<file path="src/rtl/axi_pkg.sv">
// Shared types for the AXI4 burst initiator: response codes, master FSM states
// and the burst length field width.
package axi_pkg;

    localparam int LEN_W = 8;

    typedef enum logic [1:0] {
        OKAY   = 2'b00,
        EXOKAY = 2'b01,
        SLVERR = 2'b10,
        DECERR = 2'b11
    } resp_t;

    typedef enum logic [2:0] {
        S_IDLE,
        S_WADDR,
        S_WDATA,
        S_WRESP,
        S_RADDR,
        S_RDATA
    } state_t;

endpackage

</file>
<file path="src/rtl/axi_master.sv">
// AXI4 burst initiator: takes one client command at a time and runs the AW/W/B
// or AR/R sequence for it, streaming beats to/from the client.
module axi_master
    import axi_pkg::*;
#(
    parameter int ADDR_W = 32,
    parameter int DATA_W = 32
) (
    input  logic              clk,
    input  logic              rst,
    input  logic              cmd_valid,
    output logic              cmd_ready,
    input  logic              cmd_write,
    input  logic [ADDR_W-1:0] cmd_addr,
    input  logic [LEN_W-1:0]  cmd_len,
    input  logic [DATA_W-1:0] wdata_in,
    input  logic              wdata_valid,
    output logic              wdata_ready,
    output logic [DATA_W-1:0] rdata_out,
    output logic              rdata_valid,
    output logic [1:0]        resp,
    output logic              resp_valid,
    output logic [ADDR_W-1:0] AWADDR,
    output logic [LEN_W-1:0]  AWLEN,
    output logic              AWVALID,
    input  logic              AWREADY,
    output logic [DATA_W-1:0] WDATA,
    output logic              WLAST,
    output logic              WVALID,
    input  logic              WREADY,
    input  logic [1:0]        BRESP,
    input  logic              BVALID,
    output logic              BREADY,
    output logic [ADDR_W-1:0] ARADDR,
    output logic [LEN_W-1:0]  ARLEN,
    output logic              ARVALID,
    input  logic              ARREADY,
    input  logic [DATA_W-1:0] RDATA,
    input  logic [1:0]        RRESP,
    input  logic              RLAST,
    input  logic              RVALID,
    output logic              RREADY
);

    state_t            state;
    logic [LEN_W-1:0]  beat_cnt;
    logic [1:0]        rd_first;
    logic              rd_mis;
    logic              rd_end;

    logic              last_beat;
    logic              rlast_bad;
    logic [1:0]        rd_first_nxt;

    // A transfer on any channel happens on the rising edge where both VALID and
    // READY are high; a VALID, once raised, holds its payload until that edge.
    assign cmd_ready   = (state == S_IDLE);
    assign last_beat   = (beat_cnt == '0);

    assign WVALID      = (state == S_WDATA) && wdata_valid;
    assign WDATA       = wdata_in;
    assign WLAST       = (state == S_WDATA) && last_beat;
    assign wdata_ready = (state == S_WDATA) && WREADY;
    assign BREADY      = (state == S_WRESP);
    assign RREADY      = (state == S_RDATA);

    // Read status keeps the first error code seen; a misplaced RLAST overrides it.
    assign rlast_bad    = (RLAST != last_beat);
    assign rd_first_nxt = (rd_first == OKAY) ? RRESP : rd_first;

    always_ff @(posedge clk) begin
        if (rst) begin
            state       <= S_IDLE;
            beat_cnt    <= '0;
            AWADDR      <= '0;
            AWLEN       <= '0;
            AWVALID     <= 1'b0;
            ARADDR      <= '0;
            ARLEN       <= '0;
            ARVALID     <= 1'b0;
            rdata_out   <= '0;
            rdata_valid <= 1'b0;
            resp        <= '0;
            resp_valid  <= 1'b0;
            rd_first    <= '0;
            rd_mis      <= 1'b0;
            rd_end      <= 1'b0;
        end else begin
            rdata_valid <= 1'b0;
            resp_valid  <= rd_end;
            rd_end      <= 1'b0;
            case (state)
                S_IDLE: begin
                    if (cmd_valid) begin
                        beat_cnt <= cmd_len;
                        rd_first <= OKAY;
                        rd_mis   <= 1'b0;
                        if (cmd_write) begin
                            AWADDR  <= cmd_addr;
                            AWLEN   <= cmd_len;
                            AWVALID <= 1'b1;
                            state   <= S_WADDR;
                        end else begin
                            ARADDR  <= cmd_addr;
                            ARLEN   <= cmd_len;
                            ARVALID <= 1'b1;
                            state   <= S_RADDR;
                        end
                    end
                end
                S_WADDR: begin
                    if (AWREADY) begin
                        AWVALID <= 1'b0;
                        state   <= S_WDATA;
                    end
                end
                S_WDATA: begin
                    if (wdata_valid && WREADY) begin
                        beat_cnt <= beat_cnt - 1'b1;
                        if (last_beat) begin
                            state <= S_WRESP;
                        end
                    end
                end
                S_WRESP: begin
                    if (BVALID) begin
                        resp       <= BRESP;
                        resp_valid <= 1'b1;
                        state      <= S_IDLE;
                    end
                end
                S_RADDR: begin
                    if (ARREADY) begin
                        ARVALID <= 1'b0;
                        state   <= S_RDATA;
                    end
                end
                S_RDATA: begin
                    if (RVALID) begin
                        rdata_out   <= RDATA;
                        rdata_valid <= 1'b1;
                        beat_cnt    <= beat_cnt - 1'b1;
                        rd_first    <= rd_first_nxt;
                        rd_mis      <= rd_mis | rlast_bad;
                        // The counted beat ends the burst whatever RLAST claims.
                        if (last_beat) begin
                            resp   <= (rd_mis || rlast_bad) ? SLVERR : rd_first_nxt;
                            rd_end <= 1'b1;
                            state  <= S_IDLE;
                        end
                    end
                end
                default: begin
                    state <= S_IDLE;
                end
            endcase
        end
    end

endmodule

</file>
<file path="config.mk">
export PLATFORM = sky130hd
export DESIGN_NAME = axi_master
export DESIGN_NICKNAME = d
export VERILOG_FILES = /design/src/rtl/axi_pkg.sv /design/src/rtl/axi_master.sv
export SDC_FILE = /design/constraint.sdc
export NUM_CORES = 1
export LEC_CHECK = 0
export ABC_AREA = 1
export BUFFER_PORTS_ARGS = -buffer_cell sky130_fd_sc_hd__buf_2
export CORE_ASPECT_RATIO = 0.6
export CORE_UTILIZATION = 45
export CTS_CLUSTER_SIZE = 16
export DETAILED_ROUTE_END_ITERATION = 12
export PLACE_DENSITY = 0.8
export SLEW_MARGIN = 0
export SYNTH_ARGS = -nofsm -noshare
export SYNTH_HDL_FRONTEND = slang
export SYNTH_SLANG_ARGS = --single-unit
export TNS_END_PERCENT = 50
</file>
<file path="constraint.sdc">
create_clock -name clk -period 2.95 [get_ports clk]
set_clock_uncertainty 0.2 [all_clocks]
set_input_delay 0.59 -clock clk [delete_from_list [all_inputs] [get_ports clk]]
set_output_delay 0.59 -clock clk [all_outputs]
set_load 0.02 [all_outputs]
</file>
==> metrics, run 1 <==
antenna violations before repair=1; clock buffer depth=2; CP max stage cell=dfxtp_1; f_max=397.0 MHz; layout cells sized above 1=between 30% and 40%; first-pass GRT wire length=22610 µm; DP HPWL=10150 µm; crit path kind=flip-flop to primary output; drc violations=0; area grow syn2layout=27.71%; Tot Pwr=0.006577 W; CP arrival=1.73 ns; number of DRC markers in iteration 0=226; Synth async-reset ratio=0%; DR WL/cell=13.48 µm; Top delay family on crit path=buffers and inverters; IO Pins=275; placed insts=roughly 1000; Worst Setup SP=beat_cnt[0]; Critical Path RT=2.16 ns; setup tns final=0 ns; number of global-route vias before repair=approximately 4600; Leak Pwr=approximately 3.5 nW; Hold/Removal Path Class=input pin to flip-flop; Relative slew margins=a little over half; Max-Cap Viols=0; Slew Limit Fails=0; Syn. warnings=0; clock root cell=clkbuf_16; Fin Hold WS=between 0.2 and 0.25 ns; DRT Pass-1 Iters=4; core area=11560 µm²; crit-path cells=inv_1 -> ha_1 -> nand2_1 -> nor2_1 -> inv_1 -> nor2_1 -> buf_2; synthesized flop and latch total=133; Starting Density=47.34%; Worst-path clk slew=0.06 ns; clk_lat worst skew=about 0.40 ns; via count=5087; PD cells=941.0 nW/µm²; Die W=144.4 µm; PortBufs=210; GRT overflow=0; total clock sinks=approximately 130; Cell Area, Synth=5473 µm²; Main synth FF type=dfxtp_1; Max VDD drop=between 0.0004 and 0.0005 V; sequential fraction of the synthesis area=48.65%; Area contributors post-synth=dfxtp_1 (49%), nor2_1 (12%), o21ai_0 (11%); gpl congestion=~0.8; CTS tree=built; vias per inst=4.786; CP Max Fanout=5; post-CTS setup buffers=0; post-route antenna net violation count=0; total track usage=between 20% and 30%; number of hold buffers added after cts=0; startpoint types=flip-flop; Hold Startpoint=RDATA[14]; worst path buffer plus inverter count=3; pin count of the biggest net entering global routing=between 70 and 80; status=finished clean; syn_area_per_cell=7.559 µm²; fin crit period=around 2.5 ns; commonest non-fill, non-tap cell in the layout=buf_2; RSZ-0062 raised after global routing=false; std cell rows=30; Cells after Synth=724; syn_nets=845; Post-CTS Resized=0; die span in y=~90 µm; final hold vios=0; Final Routed Wirelength=14330 µm; EDFF count, synth=0; htree depth=4; Worst Max-Slew Pin Slew=0.6893 ns; Worst path max stage delay=0.31 ns; period utilisation layout=85.39%; Worst setup EP type=primary output; R2R Path Start=state[2]; most frequent cells in the layout=buf_2 (210), nor2_1 (169), dfxtp_1 (133), o21ai_0 (115), inv_1 (66); Yosys top cell area share=roughly half; cts bufs inserted=17; Yosys top cell by area=dfxtp_1; distinct cell type count after synthesis=34; Final nets=1012; Die ar.=12620 µm²; Setup violations, final=0; Layout Cells excl Fill=1063; n_diodes=0
## path summary, 6_finish.rpt
path | to | slack, ns | depth (start not counted)
min | rdata_out[14] | 0.21 | 3
max | WLAST | 0.43 | 7
min reg2reg | AWADDR[4] | 0.24 | 2
max reg2reg | rdata_out[28] | 0.66 | 5
## logic make-up after synthesis
group,synth area share (%)
DFF,48.65
adders and majority gates,0.4572
xor gates and xnor gates,0.3201
buffers and inverters,12.87
AOI/OAI and AO/OA,17.54
and+or+nand+nor,20.16
## final cells by class
| class | instances | area [µm²] |
|---|---|---|
| fill | 1070 | 4572 |
| sequential | 133 | 2663 |
| multi-input combinational | 446 | 2106 |
| timing repair buffer | 216 | 1109 |
| clock buffer | 18 | 439.2 |
| inverter | 77 | 299.0 |
| tap | 160 | 200.2 |
| clock inverter | 13 | 173.9 |
## cells in the mapped netlist (all sizes together), types with 2 or more instances
| master | instances |
|---|---|
| clkbuf | 27 |
| nand2 | 61 |
| nor2 | 171 |
| dfxtp | 133 |
| buf | 41 |
| nand3 | 18 |
| inv | 77 |
| a21oi | 61 |
| ha | 2 |
| o21ai | 123 |
| nor3 | 2 |
| nand4 | 3 |
## worst register-to-register path: cells and delay by family (launching register included)
family,cells,cell delay [ns]
buffers and inverters,1,0.41
and+or+nand+nor,4,1.04
DFF,1,0.53
## stage by stage
step	cell area, µm²	worst slack, ns	utilization [%]
finish	6989	0.4309	60.45
global route	6989	0.2333	60.45
global placement	6376	0.6813	55.15
detailed placement	6376	0.6496	55.15
floorplan	5473	0.9920	-
CTS	6989	0.4171	60.45
## power breakdown
| part | internal, W | switching [W] |
|---|---|---|
| clock | 0.00136 | 0.000794 |
| sequential | 0.00211 | 0.000200 |
| combinational | 0.000687 | 0.00142 |
| total | 0.00416 | 0.00241 |
## sequential cells by signal, indices dropped and copies added (netlist names)
signal       count
AWVALID          1
AWADDR          32
ARADDR          32
rdata_valid      1
rdata_out       32
rd_first         2
beat_cnt         8
resp_valid       1
AWLEN            8
ARLEN            8
rd_end           1
ARVALID          1
state            3
rd_mis           1
resp             2
## per-layer routing
| layer | share of wire (%) | track usage, % | routed length (µm) |
|---|---|---|---|
| met5 | 0 | 0 | 0 |
| met4 | 0.66 | 5.933 | 95 |
| met3 | 9.2 | 9.291 | 1312 |
| met2 | 45 | 35.80 | 6419 |
| met1 | 45 | 30.03 | 6500 |
Power figures use the tool's default switching activity.
==> run 2: changes to the inputs <==
Settings changed: ABC_AREA 1 to unset.
Clock period 2.95 ns to 2.65 ns, I/O delays scaled along.
==> run 2 against run 1 <==
  * Combinational power decreased by 3%
  * Design area increased by 0.32%
  * Global-route usage increased by 1.1 points
  * Power increased by 3.6%
  * Cell count decreased by 2.9%
  * Non-clock buffer count increased by 11
  * Sequential share of layout area decreased by 0.10 points
  * Clock-buffer cell count increased by 2
  * Worst hold slack got worse by 0.044 ns
  * Core utilization about the same
==> metrics, run 2 <==
number of global-route vias before repair=4837 (+5.4%); gpl congestion=0.8542 (+5.5%); R2R Path End=beat_cnt[0]; DR WL/cell=15.06 µm (+12%); Net Sw Power=0.002368 W (-1.9%); Fin Hold WS=0.1652 ns (-0.04449 ns); DP HPWL=10960 µm (+7.9%); IO Pins=275 (unchanged); status=finished clean; Slew Limit Fails=0 (unchanged); Relative slew margins=59.79% (+5.7 points); Setup violations, final=0 (unchanged); Max-Cap Viols=0 (unchanged); R2R Path Start=state[0]; Post-CTS Resized=0 (unchanged); sequential fraction of the synthesis area=48.28% (-0.38 points); period utilisation layout=~94%; Final Routed Wirelength=15540 µm (+8.5%); crit-path cells=or3b_4 -> nor2_1 -> buf_2; Leak Pwr=3.101 nW (-11%); GRT overflow=0 (unchanged); RSZ-0062 raised after global routing=false; CTS tree=built; Hold/Removal Path Class=input pin to flip-flop; antenna violations before repair=0 (-1); critical path endpoint=WLAST; commonest non-fill, non-tap cell in the layout=nand2_1; Yosys top cell area share=48.28% (-0.38 points); CP max stage cell=or3b_4; Cells after Synth=696 (-3.9%); area grow syn2layout=27.13%; metal3 WL=1389 µm (+5.9%); clk_lat worst skew=0.40 ns (about the same); clock buffer depth=2 (unchanged); fin crit period=2.490 ns; Worst path max stage delay=0.57 ns (+0.26 ns); DRT Pass-1 Iters=4 (unchanged); clock network fraction of total power=33.4% (+0.6 points); met1 wire length=7122 µm (+9.6%); Area contributors post-synth=dfxtp_1 (48%), nand2_1 (16%), a21oi_1 (12%); number of DRC markers in iteration 0=254 (+12%); cts bufs inserted=17 (unchanged); htree depth=4 (unchanged); Worst setup EP type=primary output; Crit. path cell count=3 (-4); Final Cell Area=7012 µm² (+0.32%); Starting Density=47.55% (+0.21 points); Final nets=979 (-3.3%); first-pass GRT wire length=24400 µm (+7.9%); vias per inst=5.192 (+8.5%); crit path kind=flip-flop to primary output; syn_nets=817 (-3.3%); CP Max Fanout=20 (+15); Synth async-reset ratio=0% (unchanged); top-count cell post-synth=nand2_1; setup tns final=0 ns (unchanged); Critical Path RT=1.92 ns (-0.24 ns); Max VDD drop=0.0004398 V (-7.7%); internal power=0.004443 W (+6.7%); PortBufs=210 (unchanged); Worst Max-Slew Pin Slew=0.6024 ns (-0.08693 ns); distinct cell type count after synthesis=54 (+59%); Worst Setup SP=state[0]; pin count of the biggest net entering global routing=44 (-44%); CP arrival=1.76 ns (+0.03 ns); post-CTS setup buffers=0 (unchanged); Cell Area, Synth=5515 µm² (+0.78%); combinational fraction of design power=29.9% (-2.1 points); Final Util=60.45% (about the same); clock root cell=clkbuf_16; filler cell count=1057 (-1.2%); Highest Signal Layer=met4; Main synth FF type=dfxtp_1; sequential fraction of design power=36.7% (+1.5 points); f_max=401.6 MHz; FF-to-FF path depth=4 (-1); total clock sinks=133 (unchanged); worst path buffer plus inverter count=1 (-2); synthesized flop and latch total=133 (unchanged); number of hold buffers added after cts=0 (unchanged); EDFF count, synth=0 (unchanged); startpoint types=flip-flop; Reg2Reg Setup Slack=0.40 ns (-0.26 ns); switching part of the total power=34.76% (-2.0 points); Tot Pwr=0.006811 W (+3.6%); Top Registers=ARADDR: 32 flops, AWADDR: 32 flops, rdata_out: 32 flops; drc violations=0 (unchanged); Syn. warnings=0 (unchanged); top cells by count, synth=nand2_1 (229), dfxtp_1 (133), a21oi_1 (128); PD cells=971.4 nW/µm² (+3.2%); area post-placement=6426 µm² (+0.78%); std cell rows=30 (unchanged); met2 WL post-DR=6907 µm (+7.6%); Yosys top cell by area=dfxtp_1; final hold vios=0 (unchanged); layout cells sized above 1=30.88% (+0.098 points); Die ar.=12720 µm² (+0.77%); post-route antenna net violation count=0 (unchanged); Worst-path clk slew=0.06 ns (about the same); total track usage=24.29% (+1.1 points); die span in y=87.76 µm (+0.38%); Top delay family on crit path=simple AND/OR/NAND/NOR gates; Die W=144.9 µm (+0.38%); core area=11600 µm² (+0.32%); most frequent cells in the layout=nand2_1 (229), buf_2 (209), dfxtp_1 (132), a21oi_1 (128), clkbuf_16 (17); via count=5358 (+5.3%); syn_area_per_cell=7.924 µm² (+4.8%)
-- run 2: cell count changes in the layout (fill, tap and decap cells not counted), moves of 12 or more --
cell and change:
a21oi_1 +69, inv_1 -57, nand2_1 +177, nand3_1 -12, nor2_1 -157, o21ai_0 -111
-- run 2: worst min-delay path: stages --
cell     delay [ns]
buf_2          0.09
nand2_1        0.04
a21oi_1        0.05
-- run 2: worst min-delay path by stage --
stage                              from            end  cells after the start
after floorplan                  rd_end     resp_valid                      2
after global placement    rdata_out[17]  rdata_out[17]                      2
after detailed placement         rd_end     resp_valid                      2
after CTS                     RDATA[30]  rdata_out[30]                      3
after global routing          RDATA[24]  rdata_out[24]                      3
final                         RDATA[12]  rdata_out[12]                      3
-- run 2: per-stage QoR --
step           cells  setup slack [ns]
2_1_floorplan    696            0.5024
3_3_place_gp     999            0.4167
3_5_place_dp     999            0.3414
4_1_cts         1031           0.01721
5_1_grt         1031           0.06430
6_report        1032            0.1599
-- run 2: metal layers --
| layer | vias up | track usage (%) |
|---|---|---|
| met5 | - | 0 |
| met4 | 0 | 6.093 |
| met3 | 8 | 8.281 |
| met2 | 238 | 38.33 |
| met1 | 2476 | 32.10 |
| li1 | 2636 | - |
-- run 2: logic make-up after synthesis --
logic type | synth area share, %
AND/OR/NAND/NOR | 22.41
flip-flops | 48.28
multiplexers | 0.1815
AO/OA/AOI/OAI | 18.69
buffers and inverters | 9.982
adder cells (fa/ha/maj) | 0.4536
-- run 2: power groups by stage --
stage / Clock (W) / Combinational (W) / Sequential (W)
6_report: 0.00228 / 0.00204 / 0.00250
5_1_grt: 0.00240 / 0.00221 / 0.00254
4_1_cts: 0.00231 / 0.00202 / 0.00249
3_5_place_dp: 0 / 0.00201 / 0.00253
3_3_place_gp: 0 / 0.00199 / 0.00253
2_1_floorplan: 0 / 0.00130 / 0.00266
-- run 2: area by class of cell --
cell class	instances	area [µm²]	share of cell area (%)
Antenna cell	1	2.502	0.03569
Clock buffer	20	446.7	6.370
Clock inverter	12	130.1	1.856
Inverter	10	37.54	0.5353
Multi-Input combinational cell	469	2325	33.15
Sequential cell	133	2664	37.99
Tap cell	160	200.2	2.855
Timing Repair Buffer	227	1206	17.20
==> run 3: changes to the inputs <==
Settings changed: CORE_UTILIZATION 45 to 25, PLACE_DENSITY 0.8 to 0.52.
Clock period 2.65 ns to 2.1 ns, I/O delays scaled along.
==> run 3 against run 2 <==
  * The flow now finishes with violations (negative setup slack)
  * Power is 42% higher
  * Worst hold slack worse by 0.13 ns
  * Sequential power is 24% higher
  * Die area is 78% higher
  * Clock-buffer cell count is 2 higher
  * Cell count is 16% higher
  * Sequential cell count stayed put
  * Clock power is 33% higher
  * Register-to-register slack worse by 0.36 ns
==> metrics, run 3 (synthesized netlist as in run 2, its figures left out) <==
status=complete, but fails checks; total clock sinks=133 (unchanged); Reg2Reg Setup Slack=0.04 ns (-0.36 ns); DP HPWL=13390 µm (+22%); Max VDD drop=0.0006006 V (+37%); Die ar.=22680 µm² (+78%); clk_lat worst skew=0.42 ns (+0.02 ns); drc violations=0 (unchanged); CP Max Fanout=4 (-80%); die span in y=117.1 µm (+33%); htree depth=4 (unchanged); Leak Pwr=3.379 nW (+9.0%); Setup violations, final=2 (+2); Worst Max-Slew Pin Slew=0.4201 ns (-0.1823 ns); DRT Pass-1 Iters=5 (+1); number of global-route vias before repair=4967 (+2.7%); Slew Limit Fails=0 (unchanged); Final Routed Wirelength=18740 µm (+21%); area post-placement=6840 µm² (+6.4%); CTS tree=built; RSZ-0062 raised after global routing=true; Top Registers=ARADDR: 32 flops, AWADDR: 32 flops, rdata_out: 32 flops; startpoint types=flip-flop; Max-Cap Viols=0 (unchanged); clock buffer depth=2 (unchanged); crit path kind=flip-flop to primary output; PD cells=1246 nW/µm² (+28%); Final Cell Area=7745 µm² (+10%); f_max=464.4 MHz; Critical Path RT=1.48 ns (-0.44 ns); gpl congestion=0.8041 (-5.9%); Final nets=1022 (+4.4%); total track usage=16.65% (-7.6 points); Relative slew margins=71.74% (+12 points); R2R Path Start=beat_cnt[2]; placed insts=1140 (+14%); critical path endpoint=WLAST; grt met2 use=23.13% (-15 points); M3 GR Usage=6.934% (-1.3 points); cts bufs inserted=17 (unchanged); area grow syn2layout=40.43%; Worst Setup SP=state[2]; layout cells sized above 1=36.25% (+5.4 points); DP Worst Slack=0.06931 ns (-0.2721 ns); Worst-path clk slew=0.06 ns (about the same); std cell rows=41 (+37%); Die W=193.8 µm (+34%); final worst slack=-0.05314 ns (-0.2131 ns); via count=5519 (+3.0%); Layout Cells excl Fill=1192 (+16%); final hold vios=0 (unchanged); FF-to-FF path depth=4 (unchanged); Fin Hold WS=0.03168 ns (-0.1335 ns); met1 usage=23.37% (-8.7 points); number of hold buffers added after cts=0 (unchanged); commonest non-fill, non-tap cell in the layout=nand2_1; Worst setup EP type=primary output; number of DRC markers in iteration 0=258 (+1.6%); fin crit period=2.153 ns; antenna violations before repair=0 (unchanged); n_diodes=0 (-1); GR peak layer=met1; post-route antenna net violation count=0 (unchanged); vias per inst=4.630 (-11%); GRT overflow=0 (unchanged); pin count of the biggest net entering global routing=67 (+52%); first-pass GRT wire length=28780 µm (+18%); most frequent cells in the layout=nand2_1 (228), buf_2 (203), dfxtp_1 (128), a21oi_1 (127), buf_4 (49); IO Pins=275 (unchanged); CP arrival=1.53 ns (-0.23 ns); Hold/Removal Path Class=input pin to flip-flop; DR WL/cell=15.72 µm (+4.4%); Starting Density=25.84% (-22 points); clock root cell=clkbuf_16; PortBufs=210 (unchanged); failing checks=negative setup slack; period utilisation layout=102.5%; core area=21340 µm² (+84%); Final Util=36.29% (-24 points); R2R Path End=beat_cnt[7]
## run 3: changes by cell type in the layout (fill, tap and decap cells not counted), moves of 3 or more
cell      change
inv_1         -3
clkinv_4      -3
buf_12        +9
buf_2         -6
inv_2         +3
dfxtp_1       -4
buf_6         +7
buf_4        +33
dfxtp_2       +3
## run 3: worst max-delay path, cell delays in order, from the launching register on
cell and delay [ns]:
dfxtp_2 0.34, buf_12 0.13, or3b_4 0.40, nor2_4 0.13
buf_6 0.12
## run 3: how the worst min path moves through the flow
stage | depth (start not counted) | endpoint | startpoint | slack (ns)
after floorplan | 2 | resp_valid | rd_end | 0.22
after global placement | 2 | rdata_out[19] | rdata_out[19] | 0.24
after detailed placement | 2 | rdata_out[10] | rdata_out[10] | 0.24
after CTS | 3 | rdata_out[7] | RDATA[7] | 0.006
after global routing | 3 | rdata_out[2] | RDATA[2] | 0.03
final | 3 | rdata_out[8] | RDATA[8] | 0.03
## run 3: area by class of cell
class,count,area [µm²]
timing repair buffer,270,1683
multi-input combinational,469,2411
clock inverter,9,127.6
clock buffer,22,464.2
tap,279,349.1
inverter,10,38.79
sequential,133,2671
fill,2285,13600
## run 3: where the power goes
group,internal [W],switching [W]
clock network,0.00192,0.00112
logic,0.00157,0.00196
registers,0.00286,0.000233
## run 3: through the flow
| stage | power (W) | setup TNS, ns |
|---|---|---|
| 4_1_cts | 0.009598 | -0.07614 |
| 2_1_floorplan | 0.004993 | 0 |
| 3_3_place_gp | 0.006138 | 0 |
| 5_1_grt | 0.01020 | -0.2449 |
| 6_report | 0.009652 | -0.06023 |
| 3_5_place_dp | 0.006127 | 0 |
## run 3: repair_timing
item / 4_1_cts / 5_1_grt
hold endpoints to repair: 0 / 0
resized for setup: 22 / 22
pin swaps: 3 / 4
setup endpoints to repair: 3 / 18
setup buffers: 19 / 2
## run 3: metal layers
layer	vias up	part of all wire (%)
met5	-	0
met4	0	0.46
met3	7	9.5
met2	234	40
met1	2555	50
li1	2723	-
